### config.mk
export PLATFORM = sky130hd
export DESIGN_NAME = rv32_fetch_queue
export DESIGN_NICKNAME = d
export VERILOG_FILES = /design/src/rtl/rv32_fetch_queue.sv
export SDC_FILE = /design/constraint.sdc
export NUM_CORES = 1
export LEC_CHECK = 0
export ABC_CLOCK_PERIOD_IN_PS = 5700
export CAP_MARGIN = 10
export CORE_UTILIZATION = 50
export DETAILED_ROUTE_END_ITERATION = 12
export MAX_ROUTING_LAYER = met4
export PLACE_DENSITY = 0.71
export SLEW_MARGIN = 5
export SYNTH_ARGS = -nofsm -noshare
export SYNTH_HDL_FRONTEND = slang
export SYNTH_SLANG_ARGS = --single-unit
export TNS_END_PERCENT = 50
### constraint.sdc
create_clock -name clk -period 5.7 [get_ports clk]
set_clock_uncertainty 0.1 [all_clocks]
set_input_delay 1.71 -clock clk [delete_from_list [all_inputs] [get_ports clk]]
set_output_delay 1.71 -clock clk [all_outputs]
set_load 0.03 [all_outputs]
### src/rtl/rv32_fetch_queue.sv
// rv32 fetch stage: owns the word-addressed PC, issues 1-cycle-latency imem requests
// and buffers returned instructions with their PC in a DEPTH-entry queue towards decode.
module rv32_fetch_queue #(
  parameter int unsigned     XLEN     = 32,
  parameter int unsigned     IADDR_W  = 10,
  parameter int unsigned     DEPTH    = 4,
  parameter logic [XLEN-1:0] RESET_PC = '0
) (
  input  logic                    clk,
  input  logic                    reset,
  input  logic                    halt,
  input  logic                    redirect_valid,
  input  logic [XLEN-1:0]         redirect_pc,
  output logic                    imem_req,
  output logic [IADDR_W-1:0]      imem_addr,
  input  logic [31:0]             imem_rdata,
  output logic                    inst_valid,
  input  logic                    inst_ready,
  output logic [31:0]             inst,
  output logic [XLEN-1:0]         inst_pc,
  output logic [$clog2(DEPTH):0]  count
);

  localparam int unsigned PW = $clog2(DEPTH);
  localparam int unsigned CW = PW + 1;
  localparam int unsigned OW = CW + 1;

  typedef enum logic [1:0] {
    BOOT   = 2'd0,
    RUN    = 2'd1,
    HALTED = 2'd2
  } state_e;

  state_e          state_q;
  logic [XLEN-1:0] pc_q, pc_d;
  logic [XLEN-1:0] inflight_pc_q, inflight_pc_d;
  logic            inflight_q, inflight_d;
  logic [PW-1:0]   wr_ptr_q, wr_ptr_d;
  logic [PW-1:0]   rd_ptr_q, rd_ptr_d;
  logic [CW-1:0]   count_q, count_d;
  logic [31:0]     inst_mem_q [DEPTH];
  logic [XLEN-1:0] pc_mem_q   [DEPTH];

  logic            flush_c, issue_c, push_c, pop_c;
  logic [OW-1:0]   occupancy_c;

  // Credit check counts the in-flight word so a return can never find the queue full.
  always_comb begin
    flush_c     = redirect_valid & (state_q != BOOT);
    occupancy_c = OW'(count_q) + OW'(inflight_q);
    issue_c     = (state_q == RUN) & ~halt & ~redirect_valid & (occupancy_c < OW'(DEPTH));
    push_c      = inflight_q & ~flush_c;
    pop_c       = inst_valid & inst_ready;
  end

  // Next-state: a redirect flushes everything and kills the returning word.
  always_comb begin
    pc_d          = pc_q;
    inflight_d    = issue_c;
    inflight_pc_d = inflight_pc_q;
    wr_ptr_d      = wr_ptr_q;
    rd_ptr_d      = rd_ptr_q;
    count_d       = count_q;
    if (flush_c) begin
      pc_d     = redirect_pc;
      wr_ptr_d = '0;
      rd_ptr_d = '0;
      count_d  = '0;
    end else begin
      if (issue_c) begin
        pc_d          = pc_q + XLEN'(1);
        inflight_pc_d = pc_q;
      end
      if (push_c) wr_ptr_d = wr_ptr_q + PW'(1);
      if (pop_c)  rd_ptr_d = rd_ptr_q + PW'(1);
      count_d = count_q + CW'(push_c) - CW'(pop_c);
    end
  end

  always_ff @(posedge clk or negedge reset) begin
    if (!reset) begin
      state_q       <= BOOT;
      pc_q          <= RESET_PC;
      inflight_q    <= 1'b0;
      inflight_pc_q <= '0;
      wr_ptr_q      <= '0;
      rd_ptr_q      <= '0;
      count_q       <= '0;
    end else begin
      case (state_q)
        BOOT:    state_q <= RUN;
        RUN:     if (halt)  state_q <= HALTED;
        HALTED:  if (!halt) state_q <= RUN;
        default: state_q <= BOOT;
      endcase
      pc_q          <= pc_d;
      inflight_q    <= inflight_d;
      inflight_pc_q <= inflight_pc_d;
      wr_ptr_q      <= wr_ptr_d;
      rd_ptr_q      <= rd_ptr_d;
      count_q       <= count_d;
    end
  end

  // Storage is cleared on reset so the head outputs read zero while reset is held.
  always_ff @(posedge clk or negedge reset) begin
    if (!reset) begin
      for (int unsigned i = 0; i < DEPTH; i++) begin
        inst_mem_q[PW'(i)] <= '0;
        pc_mem_q[PW'(i)]   <= '0;
      end
    end else if (push_c) begin
      inst_mem_q[wr_ptr_q] <= imem_rdata;
      pc_mem_q[wr_ptr_q]   <= inflight_pc_q;
    end
  end

  assign imem_req   = issue_c;
  assign imem_addr  = pc_q[IADDR_W-1:0];
  assign inst_valid = (count_q != '0) & ~redirect_valid;
  assign inst       = inst_mem_q[rd_ptr_q];
  assign inst_pc    = pc_mem_q[rd_ptr_q];
  assign count      = count_q;

  push_not_full_a: assert property (@(posedge clk) disable iff (!reset)
    push_c |-> (count_q < CW'(DEPTH)));

endmodule
# == Word-level counts from Yosys, hierarchy flattened ==
# Index checks and enable logic that the tools add are counted.
# W data, S select, Z words.
# word_totals
register_bits,330
input_bits,69
out_inout_bits,79
wordCells,70
# classes
n_eq_ne,4
reduce_logical,9
muxes,20
add_sub_neg,6
n_bitwise,12
magnitude_cmp,4
# op_table
operator,count
$bwmux W128,2
$mux W32,7
$bmux W32 S2,2
$demux W32 S2,1
$add A32 B1 Y32 const B,1
$mux W2,6
$reduce_bool A2 Y1,4
$and A1 B1 Y1,7
$ge A3 B3 Y1 const B,2
$not A2 Y3,2
$pmux W2 S3,1
$add A2 B1 Y2 const B,2
$add A3 B1 Y4,1
$lt A4 B3 Y1 const B,1
$ne A2 B2 Y1 const B,2
$reduce_and A2 Y1,2
$add A3 B1 Y3,1
$lt A3 B1 Y1 const B,1
$mux W3,1
$not A1 Y1,3
$reduce_bool A3 Y1,1
$sub A3 B1 Y3,1
$eq A2 B1 Y1 const B,1
$eq A2 B2 Y1 const B,1
other kinds (2),2

# == Logic depth before layout (Yosys ltp) ==
# depth
word_depth,7
ltp_mapped,12
depth_no_buf,10

# == Least setup slack after synthesis ==
# No wires, ideal clock.
# synth_timing
path_type,input port to output port
from,in halt
to,out imem_req
arrival_ns,2.951
cell_stages,7
n_path_buf,3
required_ns,3.890
path_slack_ns,0.939
path_cell_list,nor2_1 nand3b_1 or2_2 clkbuf_1 inv_1 buf_4 buf_2
# synth_via
elab_chain_len,4
# synth_lines
item,line,text
from (decl),11,"input logic halt,"
$not A1 Y1,51,issue_c = (state_q == RUN) & ~halt & ~redirect_valid & (occupancy_c < OW'(DEPTH));
$and A1 B1 Y1 (3 in a row),51,
to (decl),14,"output logic imem_req,"
# No other way between the ends.

# == Worst setup path after layout ==
# Same ends and word-level chain as after synthesis.

==> results by group <==
Status
  – Outcome: complete, no violations

Place
  – HPWL after DPL: between 15,000 and 20,000 µm
  – Placed cell areas: between 15,000 and 20,000 µm²
  – IO buf count: 147
  – Gpl congestion: between 0.8 and 0.9

Synthesis
  – Top cells by area, synth: dfrtp_1 (56%), mux2_2 (19%), mux4_2 (9.7%)
  – Register bit total from synthesis: 330
  – Post-Syn Nets: between 1,000 and 1,500
  – Synth Flop Type: dfrtp_1
  – Post-synth cell types: 57
  – Syn Std Cell Area: about 15,000 µm²
  – Syn Inst Count: around 1,100
  – Seq/Total Area, Yosys: between 50% and 60%
  – Post-synth top area share: a little under three fifths
  – Synth async-reset ratio: 100%
  – Commonest cells post-synth: dfrtp_1 (330), mux2_2 (256), nand2_1 (112)
  – Most common cell in the netlist: dfrtp_1
  – Yosys warns: 0
  – Synth area leader: dfrtp_1
  – Syn_area_per_cell: between 10 and 15 µm²
  – EDFF count, synth: 0

Critical path
  – Crit path capture: imem_req
  – CP top delay family: buffers and inverters
  – Worst r2r dst: pc_q[29]
  – Crit start category: input pin
  – CP max-delay cell: clkdlybuf4s50_1
  – Reg2reg start: count[2]
  – Critical path class: input pin to output pin
  – Critical path depth: 6
  – Worst reg-to-reg setup slack: between 2 and 3 ns
  – Worst Path Arrival: approximately 3.3 ns
  – CP endpoint kind: output pin
  – CP Buf/Inv Count: 3
  – Worst Setup SP: halt
  – Crit-path cells: clkdlybuf4s50_1, nor2_1, nand3b_1, or2_2, inv_1, buf_4
  – CP max FO: 7
  – CP Data Required Time: 3.89 ns
  – R2R depth: 7
  – CP peak stage delay: 0.54 ns

Floorplan
  – Starting density of the core: just over 50%
  – # rows: 62
  – Core Area: 29,000 µm²
  – Die height: between 150 and 200 µm
  – I/O Pins: between 100 and 150
  – Die Area: 30,400 µm²
  – Die Wd: 174 µm

Clock tree
  – Post-CTS Hold Buffers: 0
  – CTS tree: done
  – Post-CTS sizing: 0
  – Clock Sinks: 330
  – Htree depth: 2
  – CTS root buf: clkbuf_16
  – # Post-CTS Setup Buffers: 0
  – Clock Path Buffers: 3
  – Clock Latency Late Sink: 0.52 ns
  – Number of CTS-inserted buffers: 37
  – Clock slew at reported path FFs: 0.05 ns

Timing
  – Slew margin rel.: ~32%
  – Fin crit share: 88.8%
  – Post-Route Setup TNS: 0 ns
  – RSZ-0062 raised after global routing: false
  – Fin. Hold Viols: 0
  – Hold Slack: between 0.3 and 0.4 ns
  – Max-slew violations: 0
  – Max Freq: a little under 200 MHz
  – Worst slew pin tran: around 1.0 ns
  – Final setup vio count: 0
  – Tmin final: 5.06 ns

Route
  – Via density per instance: roughly 5.7
  – DR iter-0 viols: between 500 and 600
  – Drt drc: 0
  – DR vias: 9,187
  – Final wirelength: roughly 32,000 µm
  – Routed length per instance: approximately 20 µm
  – DRT antenna net count: 0
  – Initial DRT Pass Iterations: 5

Pwr
  – Comb pwr share: about 36%
  – Net switching power figure: 3280 µW
  – Register share of total power: about two fifths
  – VDD IR max: 0.291 mV
  – Sw Share: 34.6%
  – Pwr Density: ~530 nW/µm²
  – Leakage: around 0.0083 µW
  – Clock share of power: about a quarter
  – Internal power: 6200 µW

Global route
  – GRT Residual Overflow: 0
  – Initial antenna violation count: 0
  – Largest net degree at the start of global routing: 123
  – Vias in the first global route: between 9,000 and 10,000
  – First-pass GRT wire length: roughly 53,000 µm
  – Total GRT Usage: a little under a quarter

Final layout
  – NumNets Final: approximately 1,300
  – Fill cells: around 2,300
  – Number of diodes: 0
  – Area delta synth->final: 20.9%
  – Fin area: around 18,000 µm²
  – Layout cells sized above 1: 34.4%

Run
  – Max-Cap Viols: 0

Min path
  – Worst min path class: flip-flop to flip-flop
kinds of logic (layout without fill, tap and decap cells):
group | Yosys count | count (layout) | share of synthesized area (%)
xor+xnor | 5 | 5 | 0.295
mux | 321 | 321 | 29.1
fa+ha+maj | 9 | 9 | 0.808
buf+inv | 92 | 253 | 2.86
flops | 330 | 330 | 55.5
simple gates | 215 | 215 | 7.13
compound gates | 86 | 86 | 4.24
metrics by stage:
step / util (%) / setup WS [ns] / power [µW] / cells
after floorplan: - / 0.939 / 5950 / 1058
final: 62.0 / 0.639 / 9480 / 1603
after CTS: 62.0 / 0.636 / 9580 / 1603
after global placement: 57.8 / 0.662 / 7120 / 1537
after detailed placement: 57.8 / 0.648 / 7220 / 1537
after global routing: 62.0 / 0.500 / 9990 / 1603
worst min path at each step:
stage | startpoint | to | slack [ns] | cells after the start
finish | inst_mem_q[47] | inst_mem_q[47] | 0.40 | 1
global route | pc_mem_q[22] | pc_mem_q[22] | 0.40 | 1
CTS | inst_mem_q[34] | inst_mem_q[34] | 0.40 | 1
detailed placement | inst_mem_q[47] | inst_mem_q[47] | 0.39 | 1
global placement | inst_mem_q[33] | inst_mem_q[33] | 0.38 | 1
floorplan | pc_q[31] | inflight_pc_q[31] | 0.36 | 2
registers in the layout (all words and copies together), names as in the netlist:
signal,cells
pc_q,32
inflight_q,1
rd_ptr_q,2
wr_ptr_q,2
pc_mem_q,128
count,3
inflight_pc_q,32
inst_mem_q,128
state_q,2
cell usage in the layout (no fill, tap or decap), drive strengths merged, types with 10 or more instances in the layout:
cell,netlist,layout
dfrtp,330,330
mux4,64,64
clkbuf,38,58
o21ai,20,20
nand2,112,112
nand4,13,13
nor3,11,11
nor2,18,18
buf,38,26
nand3,28,28
mux2,256,256
a21oi,10,10
inv,16,17
a21o,10,10
clkdlybuf4s50,0,145
area by class of cell:
| type | instances | area [µm²] | share of cell area, % |
|---|---|---|---|
| Sequential cell | 330 | 8260 | 46.0 |
| Inverter | 16 | 60.1 | 0.334 |
| Timing Repair Buffer | 171 | 1730 | 9.62 |
| Multi-Input combinational cell | 636 | 6240 | 34.7 |
| Tap cell | 384 | 480 | 2.67 |
| Clock inverter | 8 | 75.1 | 0.418 |
| Clock buffer | 58 | 1130 | 6.27 |
power by group through the flow:
| stage | logic (µW) | registers [µW] | clock network, µW |
|---|---|---|---|
| after global placement | 3390 | 3730 | 0 |
| after detailed placement | 3450 | 3770 | 0 |
| after global routing | 3660 | 3860 | 2480 |
| final | 3420 | 3740 | 2320 |
| after floorplan | 2470 | 3480 | 0 |
| after CTS | 3460 | 3740 | 2380 |
metal layers:
metal  vias to the layer above  global-route usage, %  routed length, µm
met5                         -                      -                  0
met4                         0                   5.81                610
li1                       4173                      -                  -
met3                        48                   3.24               1620
met2                       240                   34.7              15000
met1                      4726                   31.8              14700
Note: power is estimated with default switching activity, not from simulation.
